--- src/rtl/pipeline_ctrl_pkg.sv ---
// Shared pipeline control definitions: scheduler states and register-address constants.
// Also used by the forwarding unit.
package pipeline_ctrl_pkg;

    localparam int unsigned REG_ADDR_W = 5;
    localparam logic [REG_ADDR_W-1:0] ZERO_REG = '0;

    typedef enum logic {
        RUN         = 1'b0,
        MULDIV_WAIT = 1'b1
    } ctrl_state_e;

endpackage

--- src/rtl/load_use_detector.sv ---
// Flags an ID instruction that reads the destination of a load still sitting in EX.
module load_use_detector
    import pipeline_ctrl_pkg::*;
#(
    parameter int unsigned ADDR_W = pipeline_ctrl_pkg::REG_ADDR_W
) (
    input  logic [ADDR_W-1:0] id_rs1_addr,
    input  logic [ADDR_W-1:0] id_rs2_addr,
    input  logic              id_rs1_used,
    input  logic              id_rs2_used,
    input  logic [ADDR_W-1:0] ex_rd_addr,
    input  logic              ex_mem_read,
    output logic              hazard_c
);

    logic rs1_hit_c;
    logic rs2_hit_c;

    assign rs1_hit_c = id_rs1_used && (id_rs1_addr == ex_rd_addr);
    assign rs2_hit_c = id_rs2_used && (id_rs2_addr == ex_rd_addr);
    // x0 is hardwired, so a load targeting it never creates a dependency
    assign hazard_c  = ex_mem_read && (ex_rd_addr != ADDR_W'(ZERO_REG)) && (rs1_hit_c || rs2_hit_c);

endmodule

--- src/rtl/pipeline_stall_controller.sv ---
// Per-cycle advance/hold/bubble scheduler for the 5-stage pipeline, with
// saturating stall/flush counters and a data-memory timeout watchdog.
module pipeline_stall_controller
    import pipeline_ctrl_pkg::*;
#(
    parameter int unsigned REG_ADDR_W  = pipeline_ctrl_pkg::REG_ADDR_W,
    parameter int unsigned CNT_W       = 16,
    parameter int unsigned MEM_TIMEOUT = 255
) (
    input  logic                  clk,
    input  logic                  reset,
    input  logic [REG_ADDR_W-1:0] id_rs1_addr,
    input  logic [REG_ADDR_W-1:0] id_rs2_addr,
    input  logic                  id_rs1_used,
    input  logic                  id_rs2_used,
    input  logic [REG_ADDR_W-1:0] ex_rd_addr,
    input  logic                  ex_mem_read,
    input  logic                  ex_branch_taken,
    input  logic                  ex_muldiv_op,
    input  logic                  muldiv_done,
    input  logic                  mem_req,
    input  logic                  mem_ready,
    output logic                  muldiv_start,
    output logic                  pc_we,
    output logic                  if_id_we,
    output logic                  id_ex_we,
    output logic                  ex_mem_we,
    output logic                  if_id_flush,
    output logic                  id_ex_bubble,
    output logic                  ex_mem_bubble,
    output logic                  mem_wb_bubble,
    output logic [CNT_W-1:0]      stall_cycles,
    output logic [CNT_W-1:0]      flush_count,
    output logic                  mem_timeout_err
);

    localparam int unsigned WD_W = $clog2(MEM_TIMEOUT + 1);

    ctrl_state_e      state_q, state_d;
    logic [CNT_W-1:0] stall_cycles_q, stall_cycles_d;
    logic [CNT_W-1:0] flush_count_q, flush_count_d;
    logic [WD_W-1:0]  wd_cnt_q, wd_cnt_d;
    logic             mem_timeout_err_q, mem_timeout_err_d;

    logic load_use_c;
    logic mem_stall_c;
    logic muldiv_stall_c;
    logic redirect_c;

    load_use_detector #(
        .ADDR_W (REG_ADDR_W)
    ) u_load_use (
        .id_rs1_addr (id_rs1_addr),
        .id_rs2_addr (id_rs2_addr),
        .id_rs1_used (id_rs1_used),
        .id_rs2_used (id_rs2_used),
        .ex_rd_addr  (ex_rd_addr),
        .ex_mem_read (ex_mem_read),
        .hazard_c    (load_use_c)
    );

    assign mem_stall_c    = mem_req && !mem_ready;
    assign muldiv_stall_c = ((state_q == RUN) && ex_muldiv_op) ||
                            ((state_q == MULDIV_WAIT) && !muldiv_done);

    // Priority decode: memory freeze > mul/div hold > branch redirect > load-use
    always_comb begin
        state_d       = state_q;
        pc_we         = 1'b1;
        if_id_we      = 1'b1;
        id_ex_we      = 1'b1;
        ex_mem_we     = 1'b1;
        if_id_flush   = 1'b0;
        id_ex_bubble  = 1'b0;
        ex_mem_bubble = 1'b0;
        mem_wb_bubble = 1'b0;
        muldiv_start  = 1'b0;
        redirect_c    = 1'b0;

        if (mem_stall_c) begin
            pc_we         = 1'b0;
            if_id_we      = 1'b0;
            id_ex_we      = 1'b0;
            ex_mem_we     = 1'b0;
            mem_wb_bubble = 1'b1;
        end else if (muldiv_stall_c) begin
            pc_we         = 1'b0;
            if_id_we      = 1'b0;
            id_ex_we      = 1'b0;
            ex_mem_bubble = 1'b1;
            if (state_q == RUN) begin
                muldiv_start = 1'b1;
                state_d      = MULDIV_WAIT;
            end
        end else begin
            // Done cycle: the mul/div result advances like any other instruction
            if (state_q == MULDIV_WAIT) begin
                state_d = RUN;
            end
            if (ex_branch_taken) begin
                if_id_flush  = 1'b1;
                id_ex_bubble = 1'b1;
                redirect_c   = 1'b1;
            end else if (load_use_c) begin
                pc_we        = 1'b0;
                if_id_we     = 1'b0;
                id_ex_bubble = 1'b1;
            end
        end

        stall_cycles_d = stall_cycles_q;
        if (!pc_we && (stall_cycles_q != '1)) begin
            stall_cycles_d = stall_cycles_q + CNT_W'(1);
        end
        flush_count_d = flush_count_q;
        if (redirect_c && (flush_count_q != '1)) begin
            flush_count_d = flush_count_q + CNT_W'(1);
        end

        wd_cnt_d          = '0;
        mem_timeout_err_d = mem_timeout_err_q;
        if (mem_stall_c) begin
            wd_cnt_d = (wd_cnt_q == WD_W'(MEM_TIMEOUT)) ? wd_cnt_q : wd_cnt_q + WD_W'(1);
            if (wd_cnt_d == WD_W'(MEM_TIMEOUT)) begin
                mem_timeout_err_d = 1'b1;
            end
        end

        // Hold every stage with a NOP in flight while in reset
        if (reset) begin
            pc_we         = 1'b0;
            if_id_we      = 1'b0;
            id_ex_we      = 1'b0;
            ex_mem_we     = 1'b0;
            if_id_flush   = 1'b1;
            id_ex_bubble  = 1'b1;
            ex_mem_bubble = 1'b1;
            mem_wb_bubble = 1'b1;
            muldiv_start  = 1'b0;
        end
    end

    always_ff @(posedge clk) begin
        if (reset) begin
            state_q           <= RUN;
            stall_cycles_q    <= '0;
            flush_count_q     <= '0;
            wd_cnt_q          <= '0;
            mem_timeout_err_q <= 1'b0;
        end else begin
            state_q           <= state_d;
            stall_cycles_q    <= stall_cycles_d;
            flush_count_q     <= flush_count_d;
            wd_cnt_q          <= wd_cnt_d;
            mem_timeout_err_q <= mem_timeout_err_d;
        end
    end

    assign stall_cycles    = stall_cycles_q;
    assign flush_count     = flush_count_q;
    assign mem_timeout_err = mem_timeout_err_q;

endmodule

--- config.mk ---
export PLATFORM = sky130hd
export DESIGN_NAME = pipeline_stall_controller
export DESIGN_NICKNAME = d
export VERILOG_FILES = /design/src/rtl/pipeline_ctrl_pkg.sv /design/src/rtl/load_use_detector.sv /design/src/rtl/pipeline_stall_controller.sv
export SDC_FILE = /design/constraint.sdc
export NUM_CORES = 1
export LEC_CHECK = 0
export CELL_PAD_IN_SITES_DETAIL_PLACEMENT = 0
export CELL_PAD_IN_SITES_GLOBAL_PLACEMENT = 1
export CORE_UTILIZATION = 34
export CTS_CLUSTER_DIAMETER = 80
export CTS_CLUSTER_SIZE = 30
export DETAILED_ROUTE_END_ITERATION = 16
export GPL_TIMING_DRIVEN = 0
export PLACE_DENSITY = 0.91
export SYNTH_ARGS = -nofsm -noshare
export SYNTH_HDL_FRONTEND = slang
export SYNTH_HIERARCHICAL = 1
export SYNTH_SLANG_ARGS = --single-unit
--- constraint.sdc ---
create_clock -name clk -period 2.78 [get_ports clk]
set_input_delay 0.556 -clock clk [delete_from_list [all_inputs] [get_ports clk]]
set_output_delay 0.556 -clock clk [all_outputs]
set_load 0.02 [all_outputs]
==> Word-level counts from Yosys, hierarchy flattened <==
Index checks and enable logic that the tools add are counted.
W data, S select, Z words.
{ "totals": {"reg_bits": 42, "in_bits": 25, "output_inout_bits": 42, "elab_cells": 62} }
{ "op_classes": {"addsub": 3, "n_eq_ne": 6, "n_mux": 29, "bitwise_logic": 2, "n_reduce_logical": 17} }
{ "ops": {"columns": ["cell", "n"], "rows": [
  ["$add A16 B1 Y16 const B", 2],
  ["$ne A16 B16 Y1 const B", 2],
  ["$mux W1", 28],
  ["$eq A8 B8 Y1 const B", 2],
  ["$eq A5 B5 Y1", 2],
  ["$logic_and A1 B1 Y1", 9],
  ["$add A8 B1 Y8 const B", 1],
  ["$mux W8", 1],
  ["$reduce_bool A5 Y1", 1],
  ["$logic_not A1 Y1", 3],
  ["$logic_or A1 B1 Y1", 2],
  ["$not A1 Y1", 2],
  ["$reduce_and A2 Y1", 1],
  ["$reduce_or A2 Y1", 1]
]} }

==> Logic depth before layout (Yosys ltp) <==
{ "depth": {"word_depth": 10, "depth_mapped": 10, "ltp_nobuf": 9} }

==> Modules after synthesis <==
The synthesis kept the hierarchy.
{ "by_module_without_submodules": {"columns": ["module", "instances", "cells_each", "area_per_inst_um2", "seq_area_each_um2"], "rows": [
  ["pipeline_stall_controller", 1, 246, 2105.8, 840.8],
  ["load_use_detector", 1, 17, 133.9, 0.0]
]} }

==> Worst setup path after synthesis <==
Ideal clock, no wire load.
{ "synth_path": {"kind": "input-to-output", "from": "input ex_rd_addr[0]", "to": "output pc_we", "t_arrival_ns": 2.430, "t_required_ns": 2.224, "slack_ns": -0.206, "path_stages": 8, "path_buffers": 2, "path_cell_list": "or4_1 -> o21ai_1 -> a21oi_1 -> inv_1 -> o2111a_2 -> clkbuf_1 -> nor2b_1 -> buf_4"} }
{ "synth_via": {"elab_chain_len": 9, "elab_cells_between_ends": 13, "classes_between": "eq/ne (2); mux (5); reduce/logical (6)"} }
{ "synth_rtl": {"columns": ["element", "line_no", "rtl"], "rows": [
  ["from (decl)", "pipeline_stall_controller.sv:16", "input logic [REG_ADDR_W-1:0] ex_rd_addr,"],
  ["$eq A5 B5 Y1 (on tied branches)", "load_use_detector.sv:19, load_use_detector.sv:20", null],
  ["$logic_and A1 B1 Y1 (on tied branches)", "load_use_detector.sv:19, load_use_detector.sv:20", null],
  ["$logic_or A1 B1 Y1", "load_use_detector.sv:22", "assign hazard_c = ex_mem_read && (ex_rd_addr != ADDR_W'(ZERO_REG)) && (rs1_hit_c || rs2_hit_c);"],
  ["$logic_and A1 B1 Y1 *", "load_use_detector.sv:22", null],
  ["via load_use_c", "pipeline_stall_controller.sv:45", "logic load_use_c;"],
  ["$mux W1 * (5 in series)", null, null],
  ["to (decl)", "pipeline_stall_controller.sv:24", "output logic pc_we,"]
]} }
The timed path passes the listed nets; every way through them passes the cells marked *.

==> Worst setup path after layout <==
{ "layout_path": {"from": "input ex_rd_addr[1]", "to": "output pc_we"} }
{ "layout_via": {"elab_chain_len": 9, "elab_cells_between_ends": 13, "classes_between": "eq/ne (2); mux (5); reduce/logical (6)"} }
{ "layout_rtl": {"columns": ["element", "line_no", "rtl"], "rows": [
  ["$eq A5 B5 Y1 (on tied branches)", "load_use_detector.sv:19, load_use_detector.sv:20", null],
  ["$logic_and A1 B1 Y1 (on tied branches)", "load_use_detector.sv:19, load_use_detector.sv:20", null],
  ["$logic_or A1 B1 Y1", "load_use_detector.sv:22", null],
  ["$logic_and A1 B1 Y1 *", "load_use_detector.sv:22", null],
  ["via load_use_c", "pipeline_stall_controller.sv:45", null],
  ["$mux W1 *", "pipeline_stall_controller.sv:104", "end else if (load_use_c) begin"],
  ["$mux W1 *", "pipeline_stall_controller.sv:100", "if (ex_branch_taken) begin"],
  ["$mux W1 *", "pipeline_stall_controller.sv:86", "end else if (muldiv_stall_c) begin"],
  ["$mux W1 *", "pipeline_stall_controller.sv:80", "if (mem_stall_c) begin"],
  ["$mux W1 *", "pipeline_stall_controller.sv:130", "if (reset) begin"]
]} }
Marks and branches as above.

==> results by group <==
Flow run
  • Max cap viols: 0

Global routing
  • Wire length of the first global-routing pass: around 9200 um
  • Vias in the first global route: between 2000 and 2500
  • Tot GR Track Use: 15.9%
  • Pin count of the biggest net entering global routing: 13
  • Remaining Overflow, GRT: 0
  • Initial antenna violation count: 0

Worst setup path
  • Worst Setup Start Kind: primary input
  • Critical path fanouts, max: 3
  • Worst reg2reg setup slack: approximately 0.70 ns
  • Critical Path RT: between 2 and 2.5 ns
  • Max incr delay on CP: about 0.29 ns
  • Slowest CP cell: nor4_1
  • Worst-path cell chain: buf_4 > xor2_1 > nor4_1 > nand3_1 > a21oi_2 > inv_1 > o2111a_2 > buf_8 > nor2b_4 > buf_6
  • Critical path arrival: approximately 2.1 ns
  • Critical path type: primary input to output pin
  • Worst Setup End Kind: output pin

Clocking
  • Clock root buffer master: clkbuf_8
  • H-tree depth: 2
  • Post-CTS Hold Buffers: 0
  • Clock Path Buffers: 2
  • Worst-skew pair later-pin latency: between 0.2 and 0.3 ns
  • CTS Sinks: 42
  • CTS tree: built
  • Worst-path clk slew: 0.08 ns
  • Total CTS buffers: 5

Power and ir drop
  • Peak VDD IR: 0.263 mV
  • LEAKAGE: about 1.1 nW
  • Tot Pwr: between 1 and 1.5 mW
  • Pwr dens: 407 mW/mm^2

STA
  • Fin Clk Skew: roughly 0.0046 ns
  • Min cycle time layout: around 2.7 ns
  • # setup viols final: 0
  • Relative slew slack: between 60% and 70%
  • RSZ-0062 raised after global routing: true
  • Fmax achieved: 371 MHz
  • Max Slew Vio Count: 0
  • Crit share post-route: between 90% and 100%
  • Hold Vio Cnt, Final: 0
  • Worst Tran Pin Value: around 0.55 ns

Floorplan
  • DIE HEIGHT: between 80 and 90 um
  • I/O Pins: 67
  • Starting density of the core: around a third
  • Die W: around 83 um
  • # rows: 29
  • Die Area: a little under 0.007 mm^2
  • Core Region: ~0.0063 mm^2

Drt
  • DRT iter0 DRCs: 93
  • DR vias: between 2000 and 2500
  • Vias per inst: between 5 and 6
  • DRT Pass-1 Iters: 4
  • DR WL/cell: 13.3 um
  • ANT nets after route: 0
  • Remaining DRCs: 0
  • Final wirelength: approximately 5500 um

Layout
  • Commonest non-fill, non-tap cell in the layout: clkdlybuf4s50_1
  • Final non-filler cell total: just over 400
  • Nets@finish: 365
  • Proportion of layout cells with a drive suffix above 1: a little over an eighth
  • Synthesis-to-finish area growth: 39.9%
  • Commonest cells after routing, fill and taps aside: clkdlybuf4s50_1, dfxtp_1, nor2_1, xnor2_1, nand2_1
  • Diode count: 0
  • Post-route cell area: 0.00313 mm^2
  • Fin util: approximately half

Synth
  • FFs w/ async S/R, synth: 0%
  • Syn_nets: 291
  • Distinct cell type count after synthesis: 46
  • EDFF count, synth: 0
  • Leading area contributor after synthesis: dfxtp_1
  • Post-synth top area share: a little under two fifths
  • Synth Flop Type: dfxtp_1
  • Synth Register Bits: 42
  • Synth Warn #: 6
  • Seq/Total Area, Yosys: between 30% and 40%
  • Largest cells by area after synthesis: dfxtp_1, xnor2_1, nor2_1
  • Post-Syn Area: 0.00224 mm^2
  • Mapped Cells: between 200 and 300
  • Avg Cell Area, Syn: 8.52 um^2

Status
  • Outcome: completed

Placement
  • Dpl cell area: 0.00301 mm^2
  • Placer Congestion: between 0.7 and 0.8
  • Hpwl dp: 4080 um
  • Dpl cells: about 400
  • I/O Buffers: 66

Worst hold path
  • Hold WC Path Type: flip-flop to flip-flop
[worst max-delay path, delay by kind of cell]
kind            cells  cell delay [ns]
compound gates      2             0.45
simple gates        3             0.54
xor+xnor            1             0.14
buf+inv             4             0.44
[Yosys cell counts, types with 2 or more instances]
| cell | number |
|---|---|
| clkbuf_1 | 6 |
| nor4_1 | 14 |
| or4_1 | 2 |
| o21ai_0 | 9 |
| xnor2_1 | 30 |
| nor2_1 | 40 |
| and4_1 | 4 |
| nand4_1 | 6 |
| xor2_1 | 8 |
| nand3_1 | 12 |
| dfxtp_1 | 42 |
| a21o_1 | 2 |
| and3_1 | 3 |
| clkbuf_8 | 2 |
| inv_1 | 4 |
| nor3b_1 | 2 |
| nand2_1 | 16 |
| nor3_1 | 10 |
| ha_1 | 3 |
| nand2b_1 | 6 |
| nor2b_1 | 2 |
| nor4b_1 | 3 |
| nand2b_2 | 2 |
| o31ai_1 | 2 |
| or3_1 | 3 |
| a31oi_1 | 4 |
| a21oi_1 | 7 |
[repair_timing]
action,4_1_cts,5_1_grt
setup buffers,3,0
pin swaps,14,13
gates resized for setup,52,25
gates cloned,0,0
endpoints found under the setup margin,9,6
[flip-flops by register name (all words and copies together) (netlist names)]
register and count:
flush_count 16, mem_timeout_err 1, stall_cycles 16, state_q 1
wd_cnt_q 8
[per-stage QoR]
| stage | setup TNS, ns | setup WS (ns) | hold slack [ns] |
|---|---|---|---|
| 5_1_grt | -0.0403 | -0.0205 | 0.520 |
| 3_5_place_dp | -6.91 | -1.05 | 0.459 |
| 3_3_place_gp | -6.75 | -1.05 | 0.448 |
| 2_1_floorplan | 0 | 0.103 | 0.440 |
| 6_report | 0 | 0.0833 | 0.478 |
| 4_1_cts | 0 | 0.00138 | 0.486 |
[logic make-up after synthesis]
family / share of synthesized area, %
xor gates and xnor gates: 14.9
and+or+nand+nor: 33.2
adders and majority gates: 1.68
DFF: 37.5
buffers and inverters: 3.24
AOI/OAI and AO/OA: 9.05
muxes: 0.447
[per-layer routing]
layer | share of wire [%] | GRT usage [%] | vias to the layer above
met5 | 0 | 0 | -
met4 | 1.4 | 5.49 | 0
met3 | 4.7 | 2.88 | 7
met2 | 47 | 27.0 | 51
met1 | 47 | 20.3 | 1000
li1 | - | - | 1085
[layout make-up]
cell class                      count  area [um^2]
Fill cell                         621         3220
Multi-Input combinational cell    208         1360
Sequential cell                    42          841
Timing Repair Buffer               69          658
Clock buffer                        8          110
Tap cell                           77         96.3
Buffer                              7         57.6
Inverter                            4         15.0
[power by group]
part,switching (mW),internal [mW],total (mW)
Clock,0.206,0.251,0.457
Combinational,0.0945,0.0969,0.191
Sequential,0.0165,0.611,0.627
[final timing paths]
kind,from,cells past startpoint,to
max reg2reg,stall_cycles[0],6,stall_cycles[15]
min,mem_timeout_err,2,mem_timeout_err
max,ex_rd_addr[1],10,pc_we
min reg2reg,mem_timeout_err,2,mem_timeout_err
(Power assumes the default switching activity.)
